**src/rtl/hq_blend_diff_if.sv**
```systemverilog
// Pixel-blend request/result bundle: sample inputs toward the blender, registered results back.
// master drives samples and receives results; slave is the blender side.
interface hq_blend_diff_if;
  logic        in_valid;
  logic [5:0]  rule;
  logic        disable_hq2x;
  logic [14:0] e;
  logic [14:0] a;
  logic [14:0] b;
  logic [14:0] d;
  logic [14:0] f;
  logic [14:0] h;
  logic [14:0] cmp_x;
  logic [14:0] cmp_y;
  logic        out_valid;
  logic [14:0] blend_out;
  logic        diff_out;

  modport master (
    output in_valid, rule, disable_hq2x, e, a, b, d, f, h, cmp_x, cmp_y,
    input  out_valid, blend_out, diff_out
  );

  modport slave (
    input  in_valid, rule, disable_hq2x, e, a, b, d, f, h, cmp_x, cmp_y,
    output out_valid, blend_out, diff_out
  );
endinterface

```
**src/rtl/hq_blend_diff.sv**
```systemverilog
// hq2x pixel blender with YUV-style similarity check; fixed 1-cycle latency.
// No backpressure: results register every cycle and out_valid only qualifies them.
module hq_blend_diff (
  input  logic           clk,
  input  logic           rst_n,
  hq_blend_diff_if.slave bus
);

  typedef enum logic [2:0] {
    M0, M1, M2, M3, M4, M5, M6
  } mode_e;

  // 1 when the two RGB555 pixels are perceptibly different.
  function automatic logic pix_diff(input logic [14:0] p, input logic [14:0] q);
    logic signed [8:0] dr;
    logic signed [8:0] dg;
    logic signed [8:0] db;
    logic signed [8:0] t;
    logic signed [8:0] y;
    logic signed [8:0] u;
    logic signed [8:0] v;
    dr = $signed({4'b0, p[4:0]})   - $signed({4'b0, q[4:0]});
    dg = $signed({4'b0, p[9:5]})   - $signed({4'b0, q[9:5]});
    db = $signed({4'b0, p[14:10]}) - $signed({4'b0, q[14:10]});
    t  = dr + db;
    y  = t + dg;
    u  = dr - db;
    v  = (dg <<< 1) - t;
    pix_diff = !((y >= -9'sd24) && (y <= 9'sd23) &&
                 (u >= -9'sd4)  && (u <= 9'sd3)  &&
                 (v >= -9'sd6)  && (v <= 9'sd5));
  endfunction

  // Weights always sum to 16, so the 9-bit sum cannot overflow and >>4 yields 5 bits.
  function automatic logic [4:0] mix_chan(
    input logic [4:0] ec, input logic [4:0] xc, input logic [4:0] yc,
    input logic [4:0] we, input logic [4:0] wx, input logic [4:0] wy
  );
    logic [8:0] sum;
    sum = 9'(ec) * 9'(we) + 9'(xc) * 9'(wx) + 9'(yc) * 9'(wy);
    mix_chan = sum[8:4];
  endfunction

  logic [14:0] blend_q;
  logic [14:0] blend_d;
  logic        diff_q;
  logic        diff_d;
  logic        out_valid_q;
  logic        out_valid_d;

  logic [3:0]  code;
  logic [14:0] cmp_p;
  logic [14:0] cmp_q;
  logic        similar;
  mode_e       mode;
  logic [14:0] x_pix;
  logic [14:0] y_pix;
  logic [4:0]  w_e;
  logic [4:0]  w_x;
  logic [4:0]  w_y;

  always_comb begin
    code    = bus.rule[5:2];
    cmp_p   = bus.rule[1] ? bus.b : bus.h;
    cmp_q   = bus.rule[0] ? bus.d : bus.f;
    similar = !pix_diff(cmp_p, cmp_q);
    mode    = M0;
    x_pix   = bus.d;
    y_pix   = bus.b;

    if (bus.disable_hq2x) begin
      mode = M0;
    end else if (!code[3]) begin
      // Low codes blend unconditionally; similarity is ignored.
      case (code[2:0])
        3'd1:    begin mode = M1; x_pix = bus.a; end
        3'd2:    begin mode = M1; x_pix = bus.d; end
        3'd3:    begin mode = M1; x_pix = bus.b; end
        3'd4:    begin mode = M2; x_pix = bus.d; y_pix = bus.b; end
        3'd5:    begin mode = M2; x_pix = bus.a; y_pix = bus.b; end
        3'd6:    begin mode = M2; x_pix = bus.a; y_pix = bus.d; end
        default: mode = M0;
      endcase
    end else if (!similar) begin
      case (code[2:0])
        3'd3, 3'd4, 3'd5: begin mode = M1; x_pix = bus.a; end
        3'd6:             begin mode = M1; x_pix = bus.d; end
        3'd7:             begin mode = M1; x_pix = bus.b; end
        default:          mode = M0;
      endcase
    end else begin
      case (code[2:0])
        3'd0, 3'd3: mode = M2;
        3'd1, 3'd5: mode = M5;
        3'd2:       mode = M6;
        3'd4:       mode = M4;
        3'd6:       begin mode = M3; x_pix = bus.b; y_pix = bus.d; end
        default:    mode = M3;
      endcase
    end

    case (mode)
      M1:      begin w_e = 5'd12; w_x = 5'd4; w_y = 5'd0; end
      M2:      begin w_e = 5'd8;  w_x = 5'd4; w_y = 5'd4; end
      M3:      begin w_e = 5'd10; w_x = 5'd4; w_y = 5'd2; end
      M4:      begin w_e = 5'd12; w_x = 5'd2; w_y = 5'd2; end
      M5:      begin w_e = 5'd4;  w_x = 5'd6; w_y = 5'd6; end
      M6:      begin w_e = 5'd14; w_x = 5'd1; w_y = 5'd1; end
      default: begin w_e = 5'd16; w_x = 5'd0; w_y = 5'd0; end
    endcase

    blend_d[4:0]   = mix_chan(bus.e[4:0],   x_pix[4:0],   y_pix[4:0],   w_e, w_x, w_y);
    blend_d[9:5]   = mix_chan(bus.e[9:5],   x_pix[9:5],   y_pix[9:5],   w_e, w_x, w_y);
    blend_d[14:10] = mix_chan(bus.e[14:10], x_pix[14:10], y_pix[14:10], w_e, w_x, w_y);
    diff_d         = pix_diff(bus.cmp_x, bus.cmp_y);
    out_valid_d    = bus.in_valid;
  end

  always_ff @(posedge clk) begin
    if (!rst_n) begin
      blend_q     <= 15'h0000;
      diff_q      <= 1'b0;
      out_valid_q <= 1'b0;
    end else begin
      blend_q     <= blend_d;
      diff_q      <= diff_d;
      out_valid_q <= out_valid_d;
    end
  end

  assign bus.blend_out = blend_q;
  assign bus.diff_out  = diff_q;
  assign bus.out_valid = out_valid_q;

endmodule

```
**src/flat_wrapper.sv**
```systemverilog
// flat-port wrapper written by rule: the top's interface ports become plain ports
module hq_blend_diff_flat 
  (clk, rst_n, bus_in_valid, bus_rule, bus_disable_hq2x, bus_e, bus_a, bus_b, bus_d, bus_f, bus_h, bus_cmp_x, bus_cmp_y, bus_out_valid, bus_blend_out, bus_diff_out);
  hq_blend_diff_if bus_i ();
  input  logic clk;
  input  logic rst_n;
  input wire logic [$bits(bus_i.in_valid)-1:0] bus_in_valid;
  input wire logic [$bits(bus_i.rule)-1:0] bus_rule;
  input wire logic [$bits(bus_i.disable_hq2x)-1:0] bus_disable_hq2x;
  input wire logic [$bits(bus_i.e)-1:0] bus_e;
  input wire logic [$bits(bus_i.a)-1:0] bus_a;
  input wire logic [$bits(bus_i.b)-1:0] bus_b;
  input wire logic [$bits(bus_i.d)-1:0] bus_d;
  input wire logic [$bits(bus_i.f)-1:0] bus_f;
  input wire logic [$bits(bus_i.h)-1:0] bus_h;
  input wire logic [$bits(bus_i.cmp_x)-1:0] bus_cmp_x;
  input wire logic [$bits(bus_i.cmp_y)-1:0] bus_cmp_y;
  output wire logic [$bits(bus_i.out_valid)-1:0] bus_out_valid;
  output wire logic [$bits(bus_i.blend_out)-1:0] bus_blend_out;
  output wire logic [$bits(bus_i.diff_out)-1:0] bus_diff_out;
  assign bus_i.in_valid = bus_in_valid;
  assign bus_i.rule = bus_rule;
  assign bus_i.disable_hq2x = bus_disable_hq2x;
  assign bus_i.e = bus_e;
  assign bus_i.a = bus_a;
  assign bus_i.b = bus_b;
  assign bus_i.d = bus_d;
  assign bus_i.f = bus_f;
  assign bus_i.h = bus_h;
  assign bus_i.cmp_x = bus_cmp_x;
  assign bus_i.cmp_y = bus_cmp_y;
  assign bus_out_valid = bus_i.out_valid;
  assign bus_blend_out = bus_i.blend_out;
  assign bus_diff_out = bus_i.diff_out;
  hq_blend_diff u_core (.clk(clk), .rst_n(rst_n), .bus(bus_i));
endmodule
```
**config.mk**
```make
export PLATFORM = sky130hd
export DESIGN_NAME = hq_blend_diff_flat
export DESIGN_NICKNAME = d
export VERILOG_FILES = /design/src/rtl/hq_blend_diff_if.sv /design/src/rtl/hq_blend_diff.sv /design/src/flat_wrapper.sv
export SDC_FILE = /design/constraint.sdc
export NUM_CORES = 1
export LEC_CHECK = 0
export ABC_AREA = 1
export ABC_CLOCK_PERIOD_IN_PS = 19100
export BUFFER_PORTS_ARGS = -buffer_cell sky130_fd_sc_hd__buf_2
export CAP_MARGIN = 20
export CORE_MARGIN = 2
export CORE_UTILIZATION = 65
export CTS_CLUSTER_SIZE = 8
export DETAILED_ROUTE_END_ITERATION = 12
export GPL_TIMING_DRIVEN = 0
export PLACE_DENSITY = 0.88
export RECOVER_POWER = 100
export SKIP_CTS_REPAIR_TIMING = 1
export SLEW_MARGIN = 20
export SYNTH_ARGS = -nofsm -noshare
export SYNTH_HDL_FRONTEND = slang
export SYNTH_SLANG_ARGS = --single-unit
```
**constraint.sdc**
```tcl
create_clock -name clk -period 19.1 [get_ports clk]
set_clock_uncertainty 0.1 [all_clocks]
set_input_delay 1.91 -clock clk [delete_from_list [all_inputs] [get_ports clk]]
set_output_delay 1.91 -clock clk [all_outputs]
set_load 0.02 [all_outputs]
```
* After elaboration in Yosys (flattened, before gate mapping) *
Index checks and enable logic that the tools add are counted.

word-level totals
  bits in writable memories = 0
  bits in read-only memories = 0
  output and inout bits = 17
  memories = 0
  logic and storage cells = 100
  bits in latches = 0
  input port bits = 130
  register bits = 17

operators by class
  order comparisons = 12
  reduce and logical (&&, ||, !) cells = 22
  bitwise operators = 0
  $mul = 9
  divide/modulo/power cells = 0
  mux-type cells = 21
  eq/ne operators = 13
  shift-type cells = 0
  add/subtract/negate cells = 20

operator list
  operator                                                                             count
  15-bit two-way mux                                                                   10
  9-bit adder                                                                          10
  15-bit one-hot mux with 2 select lines                                               2
  5-bit by 3-bit multiplier with 8-bit output                                          6
  3-bit one-hot mux with 4 select lines                                                3
  5-bit by 5-bit subtractor with 6-bit output                                          6
  9-bit subtractor                                                                     4
  5-bit by 5-bit multiplier with 9-bit output                                          3
  5-bit one-hot mux with 5 select lines                                                1
  3-bit equality test, second input constant                                           7
  9-bit by 3-bit greater-or-equal comparator with 1-bit output, second input constant  2
  9-bit by 4-bit greater-or-equal comparator with 1-bit output, second input constant  2
  9-bit by 6-bit greater-or-equal comparator with 1-bit output, second input constant  2
  9-bit by 3-bit less-or-equal comparator with 1-bit output, second input constant     2
  9-bit by 4-bit less-or-equal comparator with 1-bit output, second input constant     2
  9-bit by 6-bit less-or-equal comparator with 1-bit output, second input constant     2
  3-bit OR reduction                                                                   5
  3-bit by 2-bit equality test with 1-bit output, second input constant                4
  1-bit logical AND                                                                    10
  3-bit two-way mux                                                                    3
  2-bit OR reduction                                                                   4
  3-bit by 1-bit equality test with 1-bit output, second input constant                2
  5-bit OR reduction                                                                   1
  2-bit one-hot mux with 2 select lines                                                1
  other kinds (3)                                                                      3

* Logic depth before layout (Yosys ltp) *
  depth after elaboration = 19
  mapped depth = 65
  depth with buffers taken out = 63

* Worst setup path after synthesis *
OpenSTA, ideal clock, no wires.

  kind = in2reg
  start = input bus_rule[1]
  end = register u_core.blend_q[4] (netlist: u_core.bus.blend_out[4])
  slack = 8,112 ps
  required time = 18,885 ps
  cell stages on the path = 56
  path buffers = 3
  data arrival time = 10,773 ps
  library setup time = 115 ps
  path through = clkbuf_1 buf_1 nor2_1 a21oi_1 ha_1 nand3_1 and2_1 xor2_1 inv_1 ha_1 buf_6 inv_1 nor2_1 o21ai_0 nand3_1 nand2_1 inv_1 ha_1 [... 20 more ...] ha_1 a21oi_1 and2_1 xor2_1 inv_1 ha_1 fa_1 fa_1 inv_1 fa_1 inv_1 ha_1 inv_1 o21bai_1 a221oi_1 nand3_1 nand2_1 nor2_1

between the ends
  word-level cells in the longest chain between the ends = 19
  elaborated cells between the ends (all ways) = 45
  classes of those cells = 9 x add/sub; 3 x mul; 6 x order compare; 6 x eq/ne; 13 x mux; 8 x reduce/logical

ends and longest elaborated chain
  item                                                                                                                                              RTL line                                  text
  start: declaration                                                                                                                                flat_wrapper.sv:8                         input wire logic [$bits(bus_i.rule)-1:0] bus_rule;
  15-bit two-way mux *                                                                                                                              hq_blend_diff.sv:64                       cmp_p = bus.rule[1] ? bus.b : bus.h;
  5-bit by 5-bit subtractor with 6-bit output (on tied branches)                                                                                    hq_blend_diff.sv:22, hq_blend_diff.sv:24
  9-bit adder                                                                                                                                       hq_blend_diff.sv:25                       t = dr + db;
  9-bit adder                                                                                                                                       hq_blend_diff.sv:26                       y = t + dg;
  9-bit by 6-bit greater-or-equal comparator with 1-bit output / 9-bit by 6-bit less-or-equal comparator with 1-bit output (equally long branches)  hq_blend_diff.sv:29                       pix_diff = !((y >= -9'sd24) && (y <= 9'sd23) &&
  1-bit logical AND (2 in a row)                                                                                                                    hq_blend_diff.sv:29
  1-bit logical AND (2 in a row)                                                                                                                    hq_blend_diff.sv:30                       (u >= -9'sd4) && (u <= 9'sd3) &&
  1-bit logical AND *                                                                                                                               hq_blend_diff.sv:31                       (v >= -9'sd6) && (v <= 9'sd5));
  3-bit two-way mux                                                                                                                                 hq_blend_diff.sv:84                       end else if (!similar) begin
  3-bit two-way mux                                                                                                                                 hq_blend_diff.sv:73                       end else if (!code[3]) begin
  3-bit two-way mux                                                                                                                                 hq_blend_diff.sv:71                       if (bus.disable_hq2x) begin
  3-bit by 1-bit equality test with 1-bit output (tied with other cells)                                                                            hq_blend_diff.sv:102                      case (mode)
  3-bit OR reduction (no source line) / 2-bit OR reduction (equally long branches)                                                                  n/a
  3-bit one-hot mux with 4 select lines / 5-bit one-hot mux with 5 select lines (equally long branches)                                             hq_blend_diff.sv:102
  5-bit by 3-bit multiplier with 8-bit output / 5-bit by 5-bit multiplier with 9-bit output (equally long branches)                                 hq_blend_diff.sv:40                       sum = 9'(ec) * 9'(we) + 9'(xc) * 9'(wx) + 9'(yc) * 9'(wy);
  9-bit adder                                                                                                                                       hq_blend_diff.sv:40
  9-bit adder *                                                                                                                                     hq_blend_diff.sv:40
  end signal: assignment                                                                                                                            hq_blend_diff.sv:125                      blend_q <= blend_d;
  end: declaration                                                                                                                                  hq_blend_diff.sv:44                       logic [14:0] blend_q;

Mark *: on every way between the ends. The rest lies on a longest branch, timed or not.
A chain may end at the register's enable or synchronous reset.

* Worst setup path in the final report *
Same ends and word-level chain as after synthesis.

==> results.md <==
- Status: finished, final reports clean
- Power per cell area: about 100 nW/um^2
- Max-cap violations: 0
- Synth Instances: 1782
- Total track usage: 35.2%
- Relative slew slack: 54.9%
- Largest net degree at the start of global routing: 11
- H-tree levels: 1
- Ys async rst share: 0%
- Hold Startpoint: bus_in_valid
- Max Buffers Root-to-Sink: 2
- Inst Count DP: roughly 2100
- Worst Hold Depth: 3
- FMAX: between 70 and 80 MHz
- CP startpoint kind: input pin
- Global-route wire length before repair: 53.0 mm
- Max FO, Critical Path: 10
- Final setup fails: 0
- # rows: 48
- Leak Pwr: just over 7 nW
- Core ar.: roughly 17000 um^2
- Clock sinks: 17
- Fin. Hold Viols: 0
- Pins Over Slew Limit: 0
- Endpoint, Worst Hold: u_core.bus.out_valid
- YS warnings: 0
- Nets: roughly 2300
- Setup TNS: 0 ps
- Mapped cell area: approximately 11000 um^2
- DRT antenna net count: 0
- Final cell count without fillers: 2155
- Worst setup EP type: register
- Via count: between 10000 and 15000
- Share of cells above drive strength 1: 10.2%
- Grt met1 use: between 40% and 50%
- GP Congestion: 0.997
- Worst path buffer plus inverter count: 13
- CTS clk-pin slew, worst paths: roughly 60 ps
- CP max stage cell: fa_1
- Vias in the first global route: between 10000 and 15000
- Syn Area/Cell: about 6.4 um^2
- I/O Buffers: 141
- CP max stage delay: 550 ps
- CP top delay family: adder cells
- Unrepaired setup endpoints after global routing: false
- Sequential element share of the synthesized area: 2.97%
- EDFF count, synth: 0
- Arrival time at the worst endpoint: roughly 13000 ps
- Dpl cell area: approximately 12000 um^2
- Drt drc: 0
- Peak supply drop: around 0.12 mV
- Top_reg_cell synth: dfxtp_1
- Min cycle time layout: 13390 ps
- Die height: about 140 um
- Gr ovfl total: 0
- HP Class: in -> reg
- Most used routing layer: met2
- Crit path kind: in -> reg
- Initial antenna violation count: 6
- Post-detail-place hpwl: between 20 and 30 mm
- Synthesis-to-finish area growth: 8.88%
- Starting DRC count in detailed routing: approximately 940
- Die area: approximately 19000 um^2
- Tcrit/Tclk final: ~70%
- Final wirelength: 32.7 mm
- Final Total Pwr: 1.24 mW
- Register bit total from synthesis: 17
- Per-cell routed wire length: approximately 15 um
- Die W: 137 um
- Synthesized Nets: between 2000 and 2500
- Slew @ Worst Pin: about 680 ps
- Top Ports: between 100 and 150
- M2 GR Usage: 59.2%
- Total CTS buffers: 3
- Met3 Usage GRT: ~6.4%
- Root Buffer: clkbuf_16
- TritonCTS clock tree: yes
- Design Area, Final: around 12000 um^2
- Worst EP required: 19160 ps
- DRT Pass-1 Iters: 8
- Initial core utilization: approximately 66%
- Via-per-instance ratio: ~5.7
- Yosys cell types: 55
worst max path at each step:
stage	from	depth (start not counted)	to
global placement	bus_rule[1]	57	u_core.bus.blend_out[4]
finish	bus_rule[1]	53	u_core.bus.blend_out[4]
global route	bus_rule[1]	53	u_core.bus.blend_out[4]
floorplan	bus_rule[1]	56	u_core.bus.blend_out[4]
CTS	bus_rule[1]	54	u_core.bus.blend_out[4]
detailed placement	bus_rule[1]	54	u_core.bus.blend_out[4]
per-stage QoR:
step,utilization (%),hold WS (ps),setup slack (ps)
2_1_floorplan,-,1910,8110
3_3_place_gp,72.0,2000,7010
3_5_place_dp,72.0,2000,6770
4_1_cts,72.5,1730,7000
5_1_grt,72.2,1730,4790
6_report,72.2,1720,5710
flip-flops by register name (all words and copies together) (netlist names):
| register | cells |
|---|---|
| u_core.bus.diff_out | 1 |
| u_core.bus.blend_out | 15 |
| u_core.bus.out_valid | 1 |
report_power, final:
part	internal [mW]	total, mW	switching, mW	leakage [nW]
registers	0.0493	0.0528	0.00350	0.142
logic	0.410	1.14	0.728	7.05
clock network	0.0283	0.0473	0.0190	0.0409
total	0.487	1.24	0.751	7.24
cells in the final DEF, fill, tap and decap left out, types with 3 or more instances in the layout:
cell	n
clkbuf_1	45
o21ai_0	73
ha_1	187
xnor2_1	23
o211ai_1	26
fa_1	86
nor2_2	8
diode_2	3
buf_2	130
inv_1	361
nand4_1	12
nand3_1	118
clkbuf_16	3
nand2_1	365
a31oi_1	6
nand3b_1	5
nand2_2	17
nor2_1	174
o21a_1	7
o21bai_1	9
xor2_1	48
nor3_1	5
nand3_2	5
and2_0	5
a21oi_1	109
a211oi_1	8
mux2i_1	3
o31ai_1	5
inv_2	12
a21o_1	6
nand2_4	4
a21oi_2	3
dfxtp_1	17
a221oi_1	15
cell families after synthesis:
logic type      after synthesis  synth area share, %
compound gates              277                 14.4
xor+xnor                     71                 5.42
fa+ha+maj                   273                 35.4
buf+inv                     413                 13.8
flops                        17                 2.97
mux                           3                0.262
simple gates                728                 27.7
synthesized netlist by cell type, types with 11 or more instances:
master	number	area (um^2)
dfxtp_1	17	340
nand2_2	19	119
nor2_1	173	649
a221oi_1	15	131
ha_1	187	2340
xor2_1	48	420
clkbuf_1	23	86.3
o21ai_0	72	360
fa_1	86	1720
nand4_1	11	68.8
inv_1	360	1350
o211ai_1	26	195
nand2_1	363	1360
a21oi_1	109	546
inv_2	13	48.8
nand3_1	117	586
xnor2_1	23	201
routing by layer:
| metal | wire length (um) | part of all wire (%) | vias to the layer above |
|---|---|---|---|
| li1 | - | - | 5955 |
| met1 | 12800 | 39 | 5578 |
| met2 | 15000 | 46 | 607 |
| met3 | 3430 | 10 | 125 |
| met4 | 1410 | 4.3 | 4 |
| met5 | 25 | 0.077 | - |
area by class of cell:
type,count,area [um^2]
Antenna cell,3,7.51
Buffer,38,163
Clock buffer,3,75.1
Clock inverter,1,5.00
Fill cell,1489,4810
Inverter,375,1410
Multi-Input combinational cell,1352,9520
Sequential cell,17,340
Tap cell,225,282
Timing Repair Buffer,141,684
Note: power is estimated with default switching activity, not from simulation.
